File: src/rtl/multimode_ff_bank.sv
// multimode_ff_bank: WIDTH-bit bank of flip-flops sharing one run-time mode
// (D / T / SR / JK). It has a clock enable, a sticky per-bit flag for illegal
// SR inputs, and a saturating counter of cycles that had an illegal input.
// Optional build macro: MULTIMODE_FF_BANK_SET_DOM_EN. When it is defined,
// S=R=1 in SR mode sets the bit. When it is undefined, S=R=1 holds the bit.

// Per-bit cell: next-state selection plus the state register for one bit.
module multimode_ff_cell #(
  parameter logic RST_VAL = 1'b0
) (
  input  logic       clk,
  input  logic       rst,
  input  logic       en,
  input  logic [1:0] mode,
  input  logic       a,
  input  logic       b,
  output logic       q
);

  logic q_nxt;

  // Next-state decode for the selected flip-flop type
  always_comb begin
    q_nxt = q;
    unique case (mode)
      2'b00: q_nxt = a;
      2'b01: q_nxt = q ^ a;
      2'b10: begin
        unique case ({a, b})
          2'b00: q_nxt = q;
          2'b01: q_nxt = 1'b0;
          2'b10: q_nxt = 1'b1;
`ifdef MULTIMODE_FF_BANK_SET_DOM_EN
          2'b11: q_nxt = 1'b1;
`else
          2'b11: q_nxt = q;
`endif
          default: q_nxt = q;
        endcase
      end
      2'b11: begin
        unique case ({a, b})
          2'b00: q_nxt = q;
          2'b01: q_nxt = 1'b0;
          2'b10: q_nxt = 1'b1;
          2'b11: q_nxt = ~q;
          default: q_nxt = q;
        endcase
      end
      default: q_nxt = q;
    endcase
  end

  // State register: asynchronous reset, update gated by enable
  always_ff @(posedge clk or posedge rst) begin
    if (rst)     q <= RST_VAL;
    else if (en) q <= q_nxt;
  end

endmodule

module multimode_ff_bank #(
  parameter int               WIDTH     = 4,
  parameter int               CNT_W     = 4,
  parameter logic [WIDTH-1:0] RESET_VAL = '0
) (
  input  logic             CLK,
  input  logic             RST,
  input  logic             EN,
  input  logic [1:0]       MODE,
  input  logic [WIDTH-1:0] A,
  input  logic [WIDTH-1:0] B,
  input  logic             CLR_ERR,
  output logic [WIDTH-1:0] Q,
  output logic [WIDTH-1:0] Q_bar,
  output logic [WIDTH-1:0] ERR,
  output logic [CNT_W-1:0] ERR_CNT
);

  localparam logic [CNT_W-1:0] CNT_MAX = '1;

  logic [WIDTH-1:0] ill;
  logic [WIDTH-1:0] err_nxt;
  logic [CNT_W-1:0] cnt_base;
  logic [CNT_W-1:0] cnt_nxt;

  // One cell per bit, all sharing the same mode and enable
  for (genvar i = 0; i < WIDTH; i++) begin : g_cell
    multimode_ff_cell #(.RST_VAL(RESET_VAL[i])) u_cell (
      .clk  (CLK),
      .rst  (RST),
      .en   (EN),
      .mode (MODE),
      .a    (A[i]),
      .b    (B[i]),
      .q    (Q[i])
    );
  end

  // Q_bar depends only on Q, so it already tracks Q during reset
  assign Q_bar = ~Q;

  // Illegal-input mask and next error state. A clear on the same edge as a
  // new illegal event keeps the new event.
  always_comb begin
    ill      = (MODE == 2'b10) ? (A & B) : '0;
    err_nxt  = (CLR_ERR ? '0 : ERR) | ill;
    cnt_base = CLR_ERR ? '0 : ERR_CNT;
    cnt_nxt  = cnt_base;
    if (|ill && cnt_base != CNT_MAX) cnt_nxt = cnt_base + CNT_W'(1);
  end

  // Error flag and counter registers. While enable is low, a clear is ignored.
  always_ff @(posedge CLK or posedge RST) begin
    if (RST) begin
      ERR     <= '0;
      ERR_CNT <= '0;
    end else if (EN) begin
      ERR     <= err_nxt;
      ERR_CNT <= cnt_nxt;
    end
  end

endmodule

File: config.mk
export PLATFORM = sky130hd
export DESIGN_NAME = multimode_ff_bank
export DESIGN_NICKNAME = d
export VERILOG_FILES = /design/src/rtl/multimode_ff_bank.sv
export SDC_FILE = /design/constraint.sdc
export NUM_CORES = 1
export LEC_CHECK = 0
export CAP_MARGIN = 20
export CELL_PAD_IN_SITES_DETAIL_PLACEMENT = 0
export CELL_PAD_IN_SITES_GLOBAL_PLACEMENT = 1
export CORE_MARGIN = 4
export CORE_UTILIZATION = 38
export DETAILED_ROUTE_END_ITERATION = 10
export PLACE_DENSITY = 0.84
export SETUP_SLACK_MARGIN = 0.4
export SLEW_MARGIN = 20
export SYNTH_ARGS = -nofsm -noshare
export SYNTH_HDL_FRONTEND = slang
export SYNTH_HIERARCHICAL = 1
export SYNTH_SLANG_ARGS = --single-unit
File: constraint.sdc
create_clock -name CLK -period 3.59 [get_ports CLK]
set_clock_uncertainty 0.2 [all_clocks]
set_input_delay 0.718 -clock CLK [delete_from_list [all_inputs] [get_ports CLK]]
set_output_delay 0.718 -clock CLK [all_outputs]
set_load 0.005 [all_outputs]
# [Yosys cells after proc, flatten, opt, wreduce, memory -nomap -nowiden]
# Cells that the tools add are included.
[word_totals] reg_bits=12 in_bits=14 out_inout_bits=16 elab_cells=73
[op_classes] addsub=1 n_eq_ne=24 n_mux=16 bitwise=11 reduce_logical=15
[op_table] op="$eq A2 B2 Y1 const B" count=10
[op_table] op="$mux W4" count=4
[op_table] op="$ne A2 B2 Y1 const B" count=8
[op_table] op="$pmux W1 S4" count=4
[op_table] op="$pmux W1 S3" count=4
[op_table] op="$reduce_and A3 Y1" count=4
[op_table] op="$eq A2 B1 Y1 const B" count=5
[op_table] op="$logic_not A2 Y1" count=5
[op_table] op="$pmux W1 S2" count=4
[op_table] op="$reduce_or A2 Y1" count=4
[op_table] op="$add A4 B1 Y4 const B" count=1
[op_table] op="$and A4 B4 Y4" count=1
[op_table] op="$ne A4 B4 Y1 const B" count=1
[op_table] op="$not A1 Y1" count=4
[op_table] op="$not A4 Y4" count=1
[op_table] op="$or A4 B4 Y4" count=1
[op_table] op="$reduce_or A4 Y1" count=1
[op_table] op="$xor A1 B1 Y1" count=4
[op_table] op="$logic_and A1 B1 Y1" count=1

# [Depth between registers and ports, before layout]
# Gate-level depths: netlist of run 1.
[depth] depth_word=5 mapped_depth=6 depth_no_buf=6

# [Hierarchy]
# The synthesis of run 1 kept the hierarchy.
[by_module_without_submodules] mod="multimode_ff_cell" n_inst=4 cells_per_inst=18 area_each_um2=152.6 seq_area_each_um2=25.0
[by_module_without_submodules] mod="multimode_ff_bank" n_inst=1 cells_per_inst=48 area_each_um2=491.7 seq_area_each_um2=200.2

# [Worst setup path after synthesis of run 1]
# Ideal clock, no wire load.
[synth_path] kind="input to register" startpoint="input A[0]" endpoint="register g_cell[0].u_cell.q" setup_time_ns=0.125 arrival_ns=1.570 required_time_ns=3.265 slack_ns=1.695 path_stages=5 path_buffers=0 cell_sequence="inv_1 ha_1 o21ai_0 a21boi_0 mux2_2"
[synth_between] elab_chain_cells=4 elab_cells_between_ends=12
[synth_lines] item="start, declared" line_no="71" text="input logic [WIDTH-1:0] A,"
[synth_lines] item="$eq A2 B2 Y1 or $logic_not A2 Y1 (tied branches)" line_no="29, 42"
[synth_lines] item="$reduce_or A2 Y1 (no line)"
[synth_lines] item="$ne A2 B2 Y1 (no line)"
[synth_lines] item="$reduce_and A3 Y1 (no line)"
[synth_lines] item="end signal, assigned" line_no="57" text="else if (en) q <= q_nxt;"
[synth_lines] item="end, declared" line_no="17" text="output logic q"
# Several ways; a longest one is shown, not always the timed one.
# A chain may end at the register's enable or synchronous reset.

# [Worst setup path in the final report of run 1]
[layout_path] startpoint="input MODE[0]" endpoint="register ERR_CNT[0]"
[layout_between] elab_chain_cells=5
[layout_lines] item="start, declared" line_no="70" text="input logic [1:0] MODE,"
[layout_lines] item="$eq A2 B2 Y1" line_no="106" text="ill = (MODE == 2'b10) ? (A & B) : '0;"
[layout_lines] item="$mux W4" line_no="106"
[layout_lines] item="$reduce_or A4 Y1" line_no="110" text="if (|ill && cnt_base != CNT_MAX) cnt_nxt = cnt_base + CNT_W'(1);"
[layout_lines] item="$logic_and A1 B1 Y1" line_no="110"
[layout_lines] item="$mux W4" line_no="110"
[layout_lines] item="end signal, assigned" line_no="120" text="ERR_CNT <= cnt_nxt;"
[layout_lines] item="end, declared" line_no="77" text="output logic [CNT_W-1:0] ERR_CNT"
# No other way between the ends.

==> results by group, run 1 <==
Global route
  • Overflow after GRT: 0
  • Initial antenna violation count: 0
  • Vias in the first global route: 983
  • First-pass GRT wire length: 4420 µm
  • All-Layer GR Usage: 15.8%
  • Largest net degree at the start of global routing: 22

Timing
  • Highest clock rate: 0.405 GHz
  • Slew Limit Fails: 0
  • Setup_tns: 0 ns
  • Setup violators final: 0
  • Tightest Pin Transition: 0.663 ns
  • Count of final hold-check violations: 0
  • Period utilization: 68.8%
  • RSZ-0062 raised after global routing: false
  • Setup ws final: 1.12 ns
  • Max-slew headroom: 55.7%
  • Tmin final: 2.47 ns

Run
  • Max-cap violations: 0

CTS
  • Clock latency on the worst-skew pair: 0.28 ns
  • CTS clk-pin slew, worst paths: 0.08 ns
  • Clk sinks: 12
  • Root Driver: clkbuf_4
  • CTS resizes: 0
  • Max Root-Sink Buffers: 2
  • Setup Buffers After CTS: 0
  • CTS Buf Count: 3
  • # H-tree levels: 1
  • CTS tree: yes
  • Hold_buf cts: 0

Setup path
  • Cells along the critical path: clkdlybuf4s50_1, nand2b_1, a21oi_4, o211ai_4, a211oi_2
  • Origin of the worst setup path: MODE[0]
  • CP delay by family, top: buffers and inverters
  • Worst setup SP type: input port
  • CP bufs+invs: 1
  • Crit-path max FO: 21
  • Max stage delay on crit path: 0.75 ns
  • Worst EP arrival: 2.47 ns
  • Worst path slowest cell: clkdlybuf4s50_1
  • Reg2reg start: ERR_CNT[0]
  • Endpoint class of the critical path: register
  • Critical path required time: 3.59 ns
  • Type of the worst setup path: input port to register

Detailed routing
  • Mean routed wirelength per cell: 14.5 µm
  • Final wirelength: 2650 µm
  • Number of remaining DRC errors: 0
  • Vias per cell: 5.38
  • Remaining antenna violation count: 0
  • Drt initial violations: 28
  • DRT Pass-1 Iters: 4
  • Routed vias: 984

Die
  • Die ar.: 0.00383 mm²
  • Site Rows: 19
  • Starting density of the core: 40.0%
  • Core area: 0.00276 mm²
  • Chip Height: 61.9 µm
  • Number of I/O pins: 30
  • Die width: 61.9 µm

Final layout
  • Non-filler cells, final: 183
  • Fillers: 267
  • Share of layout cells above drive strength 1: 13.2%
  • Final Instance Area: 0.00146 mm²
  • ANT cells: 0
  • Nets: 181
  • Area grow syn2layout: 32.1%

Synth
  • Most common library cells after synthesis: inv_1, ha_1, dfrtp_1, nand2_1
  • Register area share after synthesis: 27.2%
  • Leading area contributor after synthesis: dfrtp_1
  • Synth warn: 6
  • Post-synth EDFFs: 0
  • Post-Synthesis Cell Area: 0.00110 mm²
  • Post-synthesis instance total: 120
  • Synthesis-stage register bit count: 12
  • Synth area leaders: dfrtp_1, ha_1, inv_1
  • Unique masters post-synth: 30
  • Asr flop ratio synth: 100%
  • Dominant synthesized flop cell: dfrtp_1
  • Top-count cell post-synth: inv_1
  • Synth top area share: 27.2%
  • Avg Inst Size Synth: 9.19 µm²
  • Syn Nets: 147

Pwr
  • LEAKAGE: 0.696 nW
  • Power Density: 291 mW/mm²
  • Max VDD drop: 0.000249 V

Hold path
  • Min-Delay Startpoint: ERR[2]
  • Hold WC Path Type: register to register

Placement
  • DPL Wire Length: 2030 µm
  • Post-DP Area: 0.00143 mm²
  • Placed Instances: 180
  • Port Buffers: 29
  • Dpl ws: 0.854 ns
  • Routability cong.: 0.841

Status
  • Status: finished clean
## cell type report
cell class	instances	area [µm²]	share of cell area (%)
repair buffers	30	298	20.4
flip-flops and latches	12	300	20.6
well taps	31	38.8	2.66
clock buffers	3	22.5	1.55
inverters	22	82.6	5.67
multi-input cells	85	714	49.1
## logic make-up (layout without fill, tap and decap cells)
family	after synthesis	count (layout)	share of synthesized area, %
and+or+nand+nor	35	35	19.8
AOI/OAI and AO/OA	32	32	25.3
buffers and inverters	23	55	7.95
adders and majority gates	13	13	14.8
DFF	12	12	27.2
muxes	5	5	4.99
## stage by stage
step           power, mW  util (%)  hold slack [ns]
6_report           0.424      52.8            0.310
5_1_grt            0.456      52.8            0.337
4_1_cts            0.429      52.8            0.312
3_5_place_dp       0.343      52.0            0.289
3_3_place_gp       0.339      52.0            0.287
2_1_floorplan      0.243         -            0.247
## state kept, by name, summed over array words and instances, names as in the netlist
register and count:
ERR 4, ERR_CNT 4, g_cell.u_cell/q 4
## per-layer routing
metal / GRT usage [%] / vias to the layer above / wire length [µm]
li1: - / 482 / -
met1: 20.7 / 482 / 1230
met2: 25.9 / 18 / 1290
met3: 4.55 / 2 / 118
met4: 3.64 / 0 / 16
met5: 0 / - / 0
## placed cells by master, fill, tap and decap left out, types with 2 or more instances in the layout
cell type        instances
o21a_1                   4
ha_1                    13
nand2b_1                 2
inv_1                   22
a22oi_2                  2
nand2_1                  8
nand3_1                  4
and2b_1                  4
o22ai_1                  4
nor2b_1                  5
nor2_1                   3
and3b_1                  4
dfrtp_1                 12
a32o_1                   4
nor3_2                   4
clkdlybuf4s50_1         29
clkbuf_4                 3
mux2_2                   4
o21ai_0                  5
a21boi_0                 4
## worst register-to-register path, cell delays in order (launching register included)
cell and delay (ns):
dfrtp_1 0.37, inv_1 0.07, nor2_1 0.13, ha_1 0.24
nand2_1 0.13, o2111a_1 0.26, a211oi_2 0.18
## final timing paths
kind	to	slack (ns)	cells past startpoint
max in group asynchronous	ERR_CNT[2]	2.27	2
worst min register to register	ERR[2]	0.31	1
worst min-delay path	ERR[2]	0.31	1
worst max register to register	ERR_CNT[0]	1.95	6
min in group asynchronous	g_cell[2].u_cell/q	0.53	2
worst max-delay path	ERR_CNT[0]	1.12	5
## power by group
part           internal (mW)  switching [mW]  total (mW)
combinational         0.0991          0.0687       0.168
clock                 0.0389          0.0466      0.0855
sequential             0.153          0.0180       0.171
Note: power is estimated with default switching activity, not from simulation.
==> inputs of run 2 (changes only) <==
--- a/config.mk
+++ b/config.mk
@@ -9,9 +9,9 @@
 export CELL_PAD_IN_SITES_DETAIL_PLACEMENT = 0
 export CELL_PAD_IN_SITES_GLOBAL_PLACEMENT = 1
 export CORE_MARGIN = 4
-export CORE_UTILIZATION = 38
+export CORE_UTILIZATION = 35
 export DETAILED_ROUTE_END_ITERATION = 10
-export PLACE_DENSITY = 0.84
+export PLACE_DENSITY = 0.78
 export SETUP_SLACK_MARGIN = 0.4
 export SLEW_MARGIN = 20
 export SYNTH_ARGS = -nofsm -noshare
==> constraint.sdc (replaced) <==
create_clock -name CLK -period 2.4 [get_ports CLK]
set_clock_uncertainty 0.2 [all_clocks]
set_input_delay 0.48 -clock CLK [delete_from_list [all_inputs] [get_ports CLK]]
set_output_delay 0.48 -clock CLK [all_outputs]
set_load 0.005 [all_outputs]
==> run 2 against run 1 <==
Net effect: combinational power increased by 66%; register-to-register slack got worse by 1.2 ns; non-clock buffer count increased by 13; sequential share of layout area decreased by 1.8 points; global-route usage decreased by 1.8 points; flip-flop and latch count unchanged; power increased by 65%; final cell count increased by 15%; first-iteration DRC count increased by 50%.
==> results by group, run 2 (synthesis gave the netlist of run 1 again) <==
Status
  • Status: finished clean

Setup path
  • Crit path capture: g_cell[2].u_cell/q
  • Reg2Reg Setup Slack: 0.77 ns
  • Worst path slowest cell: clkdlybuf4s50_1
  • Type of the worst setup path: input port to register
  • FF-to-FF path depth: 6
  • Worst EP arrival: 1.93 ns
  • Crit-path max FO: 2
  • Critical path required time: 2.36 ns
  • Max stage delay on crit path: 0.49 ns
  • Cells along the critical path: clkdlybuf4s50_1, inv_1, ha_1, o21ai_0, a21boi_1, mux2_2
  • Reg2reg start: ERR_CNT[0]
  • RR Endpoint: ERR_CNT[0]
  • Worst setup SP type: input port
  • Origin of the worst setup path: B[2]
  • Endpoint class of the critical path: register

Global route
  • Largest net degree at the start of global routing: 22
  • Vias in the first global route: 1009
  • All-Layer GR Usage: 14.0%
  • First-pass GRT wire length: 4680 µm
  • Initial antenna violation count: 0
  • Overflow after GRT: 0

Final layout
  • ANT cells: 0
  • Non-filler cells, final: 210
  • Commonest non-fill, non-tap cell in the layout: clkdlybuf4s50_1
  • Area grow syn2layout: 45.1%
  • Commonest cells after routing, fill and taps aside: clkdlybuf4s50_1, inv_1, ha_1, buf_4, dfrtp_1
  • Final core utilization: 52.8%
  • Nets: 194
  • Largest registers: ERR: 4 flops, ERR_CNT: 4 flops, g_cell.u_cell/q: 4 flops
  • Final Instance Area: 0.00160 mm²
  • Share of layout cells above drive strength 1: 21.1%

CTS
  • # H-tree levels: 1
  • CTS tree: yes
  • Root Driver: clkbuf_4
  • CTS clk-pin slew, worst paths: 0.08 ns
  • Max Root-Sink Buffers: 2
  • CTS Buf Count: 3
  • Clk sinks: 12
  • Clock latency on the worst-skew pair: 0.28 ns

Die
  • Starting density of the core: 36.4%
  • Die ar.: 0.00411 mm²
  • Core area: 0.00303 mm²
  • Number of I/O pins: 30
  • Chip Height: 64.1 µm
  • Site Rows: 20
  • Die width: 64.1 µm

Timing
  • Max-slew headroom: 79.9%
  • Period utilization: 81.8%
  • Slew Limit Fails: 0
  • Fin Hold WS: 0.296 ns
  • Tmin final: 1.96 ns
  • Setup_tns: 0 ns
  • Setup ws final: 0.437 ns
  • RSZ-0062 raised after global routing: true
  • Count of final hold-check violations: 0
  • Highest clock rate: 0.509 GHz
  • Tightest Pin Transition: 0.300 ns
  • Setup violators final: 0

Pwr
  • LEAKAGE: 0.773 nW
  • Total power: 700 µW
  • Max VDD drop: 0.000265 V
  • Power Density: 438 mW/mm²

Placement
  • Placed Instances: 204
  • Port Buffers: 29
  • DPL Wire Length: 2060 µm
  • Routability cong.: 0.754
  • Post-DP Area: 0.00155 mm²
  • Dpl ws: 0.0954 ns

Detailed routing
  • Drt initial violations: 42
  • Mean routed wirelength per cell: 12.5 µm
  • Number of remaining DRC errors: 0
  • DRT Pass-1 Iters: 4
  • Remaining antenna violation count: 0
  • Routed vias: 993
  • Vias per cell: 4.73
  • Final wirelength: 2620 µm

Hold path
  • Hold WC Path Type: input port to async pin

Run
  • Max-cap violations: 0
run 2: how the worst min path moves through the flow:
stage | start | endpoint | slack, ns | depth (start not counted)
finish | RST | g_cell[0].u_cell/q | 0.30 | 2
global route | RST | g_cell[3].u_cell/q | 0.31 | 2
CTS | RST | g_cell[1].u_cell/q | 0.29 | 2
detailed placement | ERR[2] | ERR[2] | 0.29 | 1
global placement | ERR[2] | ERR[2] | 0.29 | 1
floorplan | RST | g_cell[0].u_cell/q | 0.009 | 1
run 2: repair_timing:
item,CTS,global route
hold buffers,0,0
cloned,0,0
setup endpoints to repair,1,7
setup buffers,0,2
gates resized for setup,1,4
run 2: layout make-up:
| type | count | area, µm² |
|---|---|---|
| tap | 44 | 55.1 |
| sequential | 12 | 300 |
| fill | 294 | 1430 |
| clock buffer | 4 | 36.3 |
| inverter | 22 | 82.6 |
| multi-input combinational | 85 | 717 |
| timing repair buffer | 43 | 408 |
run 2: critical path: cells and delay by family:
family	cells	cell delay, ns
buf+inv	2	0.56
mux	1	0.35
compound gates	2	0.27
fa+ha+maj	1	0.26
run 2: routing by layer:
layer | up-vias | track usage [%] | routed length [µm]
met4 | 0 | 3.96 | 40
met5 | - | 0 | 0
met3 | 4 | 4.22 | 125
met2 | 21 | 21.7 | 1160
li1 | 510 | - | -
met1 | 458 | 18.9 | 1300
run 2: power breakdown:
part           switching [mW]  total (mW)  internal (mW)
registers              0.0266       0.255          0.229
clock network          0.0730       0.165         0.0924
logic                   0.108       0.279          0.172
==> inputs of run 3 (changes only) <==
--- a/config.mk
+++ b/config.mk
@@ -9,9 +9,9 @@
 export CELL_PAD_IN_SITES_DETAIL_PLACEMENT = 0
 export CELL_PAD_IN_SITES_GLOBAL_PLACEMENT = 1
 export CORE_MARGIN = 4
-export CORE_UTILIZATION = 35
+export CORE_UTILIZATION = 32
 export DETAILED_ROUTE_END_ITERATION = 10
-export PLACE_DENSITY = 0.78
+export PLACE_DENSITY = 0.75
 export SETUP_SLACK_MARGIN = 0.4
 export SLEW_MARGIN = 20
 export SYNTH_ARGS = -nofsm -noshare
==> constraint.sdc (replaced) <==
create_clock -name CLK -period 1.8 [get_ports CLK]
set_clock_uncertainty 0.2 [all_clocks]
set_input_delay 0.36 -clock CLK [delete_from_list [all_inputs] [get_ports CLK]]
set_output_delay 0.36 -clock CLK [all_outputs]
set_load 0.005 [all_outputs]
==> run 3 against run 2 <==
Net effect: sequential share of layout area down 4.4 points; critical path depth unchanged; global-route usage up 3.4 points; final area up 31%; sequential power up 31%; via count up 21%; first-iteration DRC count down 21%; clock power up 34%; flip-flop and latch count unchanged; final cell count up 18%.
==> results by group, run 3 (synthesis gave the netlist of run 1 again) <==
Pwr
  • Max VDD drop: 0.000391 V
  • Total power: 1.20 mW
  • LEAKAGE: 1.07 nW
  • Power Density: 574 mW/mm²

Global route
  • All-Layer GR Usage: 17.4%
  • Overflow after GRT: 0
  • First-pass GRT wire length: 5890 µm
  • Initial antenna violation count: 0
  • Vias in the first global route: 1315
  • Largest net degree at the start of global routing: 21

Detailed routing
  • Final wirelength: 3530 µm
  • DRT Pass-1 Iters: 4
  • Remaining antenna violation count: 0
  • Mean routed wirelength per cell: 14.3 µm
  • Drt initial violations: 33
  • Vias per cell: 4.86
  • Routed vias: 1201
  • Number of remaining DRC errors: 0

Die
  • Die width: 66.7 µm
  • Starting density of the core: 33.0%
  • Number of I/O pins: 30
  • Site Rows: 21
  • Die ar.: 0.00445 mm²
  • Chip Height: 66.7 µm
  • Core area: 0.00334 mm²

CTS
  • Max Root-Sink Buffers: 2
  • Clk sinks: 12
  • Hold_buf cts: 0
  • CTS clk-pin slew, worst paths: 0.08 ns
  • Root Driver: clkbuf_4
  • # H-tree levels: 1
  • CTS tree: yes
  • Clock latency on the worst-skew pair: 0.27 ns
  • CTS Buf Count: 3

Timing
  • Highest clock rate: 0.621 GHz
  • Setup violators final: 0
  • Tmin final: 1.61 ns
  • Setup_tns: 0 ns
  • Max-slew headroom: 77.5%
  • Slew Limit Fails: 0
  • Setup ws final: 0.188 ns
  • Tightest Pin Transition: 0.337 ns
  • Period utilization: 89.5%
  • RSZ-0062 raised after global routing: true
  • Count of final hold-check violations: 0

Final layout
  • Register area: 300 µm²
  • Commonest cells after routing, fill and taps aside: buf_4, buf_6, dfrtp_1, buf_2
  • Commonest non-fill, non-tap cell in the layout: buf_4
  • Area grow syn2layout: 89.4%
  • ANT cells: 0
  • Final Instance Area: 0.00209 mm²
  • Fillers: 278
  • Nets: 229
  • Area of the multi-input gates: 820 µm²
  • Share of layout cells above drive strength 1: 56.7%
  • Largest registers: ERR: 4 flops, ERR_CNT: 4 flops, g_cell.u_cell/q: 4 flops

Placement
  • Port Buffers: 29
  • Post-DP Area: 0.00175 mm²
  • Routability cong.: 0.841
  • Dpl ws: -0.364 ns
  • DPL Wire Length: 2230 µm

Hold path
  • Hold WC Path Type: input port to async pin

Setup path
  • Worst setup SP type: register
  • Crit-path max FO: 2
  • Worst EP arrival: 1.58 ns
  • Endpoint class of the critical path: register
  • Type of the worst setup path: register to register
  • Critical path required time: 1.76 ns

Run
  • Max-cap violations: 0

Status
  • Status: finished clean
## run 3: cell types whose count changed in the layout (fill, tap and decap cells not counted), moves of 5 or more
cell / previous run / this run
buf_6: 0 / 23
o21ai_1: 0 / 5
clkdlybuf4s50_1: 29 / 1
buf_2: 0 / 12
inv_1: 22 / 9
inv_2: 0 / 6
o21ai_0: 5 / 0
dlygate4sd2_1: 0 / 5
buf_4: 13 / 29
## run 3: cell type report
cell class                 instances  share of cell area, %
clock buffer                       4                   1.74
inverter                          22                   6.59
multi-input combinational         85                   39.2
sequential                        12                   14.4
tap                               46                   2.76
timing repair buffer              78                   35.3
## run 3: worst paths after layout
kind,slack [ns],depth (start not counted),endpoint,start
worst max-delay path,0.19,6,g_cell[0].u_cell/q,g_cell[0].u_cell/q
worst min-delay path,0.20,2,g_cell[2].u_cell/q,RST
worst max register to register,0.19,6,g_cell[0].u_cell/q,g_cell[0].u_cell/q
worst min register to register,0.31,1,ERR[3],ERR[3]
max in group asynchronous,0.81,2,ERR[1],RST
min in group CLK,0.30,3,ERR[3],A[3]
## run 3: metal layers
metal / part of all wire [%] / track usage (%)
met1: 41 / 19.8
met4: 1.7 / 7.36
met3: 2.2 / 1.85
met2: 56 / 32.4
met5: 0 / 0
## run 3: critical path: stages, from the launching register on
cell and delay (ns):
dfrtp_1 0.40, buf_6 0.12, buf_6 0.10, and3b_1 0.16, nor3_2 0.16, o22ai_1 0.10, mux2_4 0.26
## run 3: stage by stage
| stage | instances | hold slack (ns) | util [%] |
|---|---|---|---|
| after floorplan | 120 | -0.111 | - |
| after global placement | 215 | 0.297 | 52.5 |
| after detailed placement | 215 | 0.304 | 52.5 |
| after CTS | 240 | 0.190 | 59.2 |
| after global routing | 247 | 0.180 | 62.6 |
| final | 247 | 0.198 | 62.6 |
## run 3: what timing repair did
action / 4_1_cts / 5_1_grt
endpoints found under the setup margin: 28 / 19
gates cloned: 1 / 0
buffers inserted: 20 / 7
pin swaps: 23 / 5
gates resized for setup: 116 / 18
## run 3: where the power goes
part	internal (mW)	leakage [nW]	total, mW	switching [mW]
logic	0.399	0.891	0.644	0.245
registers	0.305	0.154	0.333	0.0281
clock network	0.123	0.0210	0.221	0.0984
total	0.827	1.07	1.20	0.371
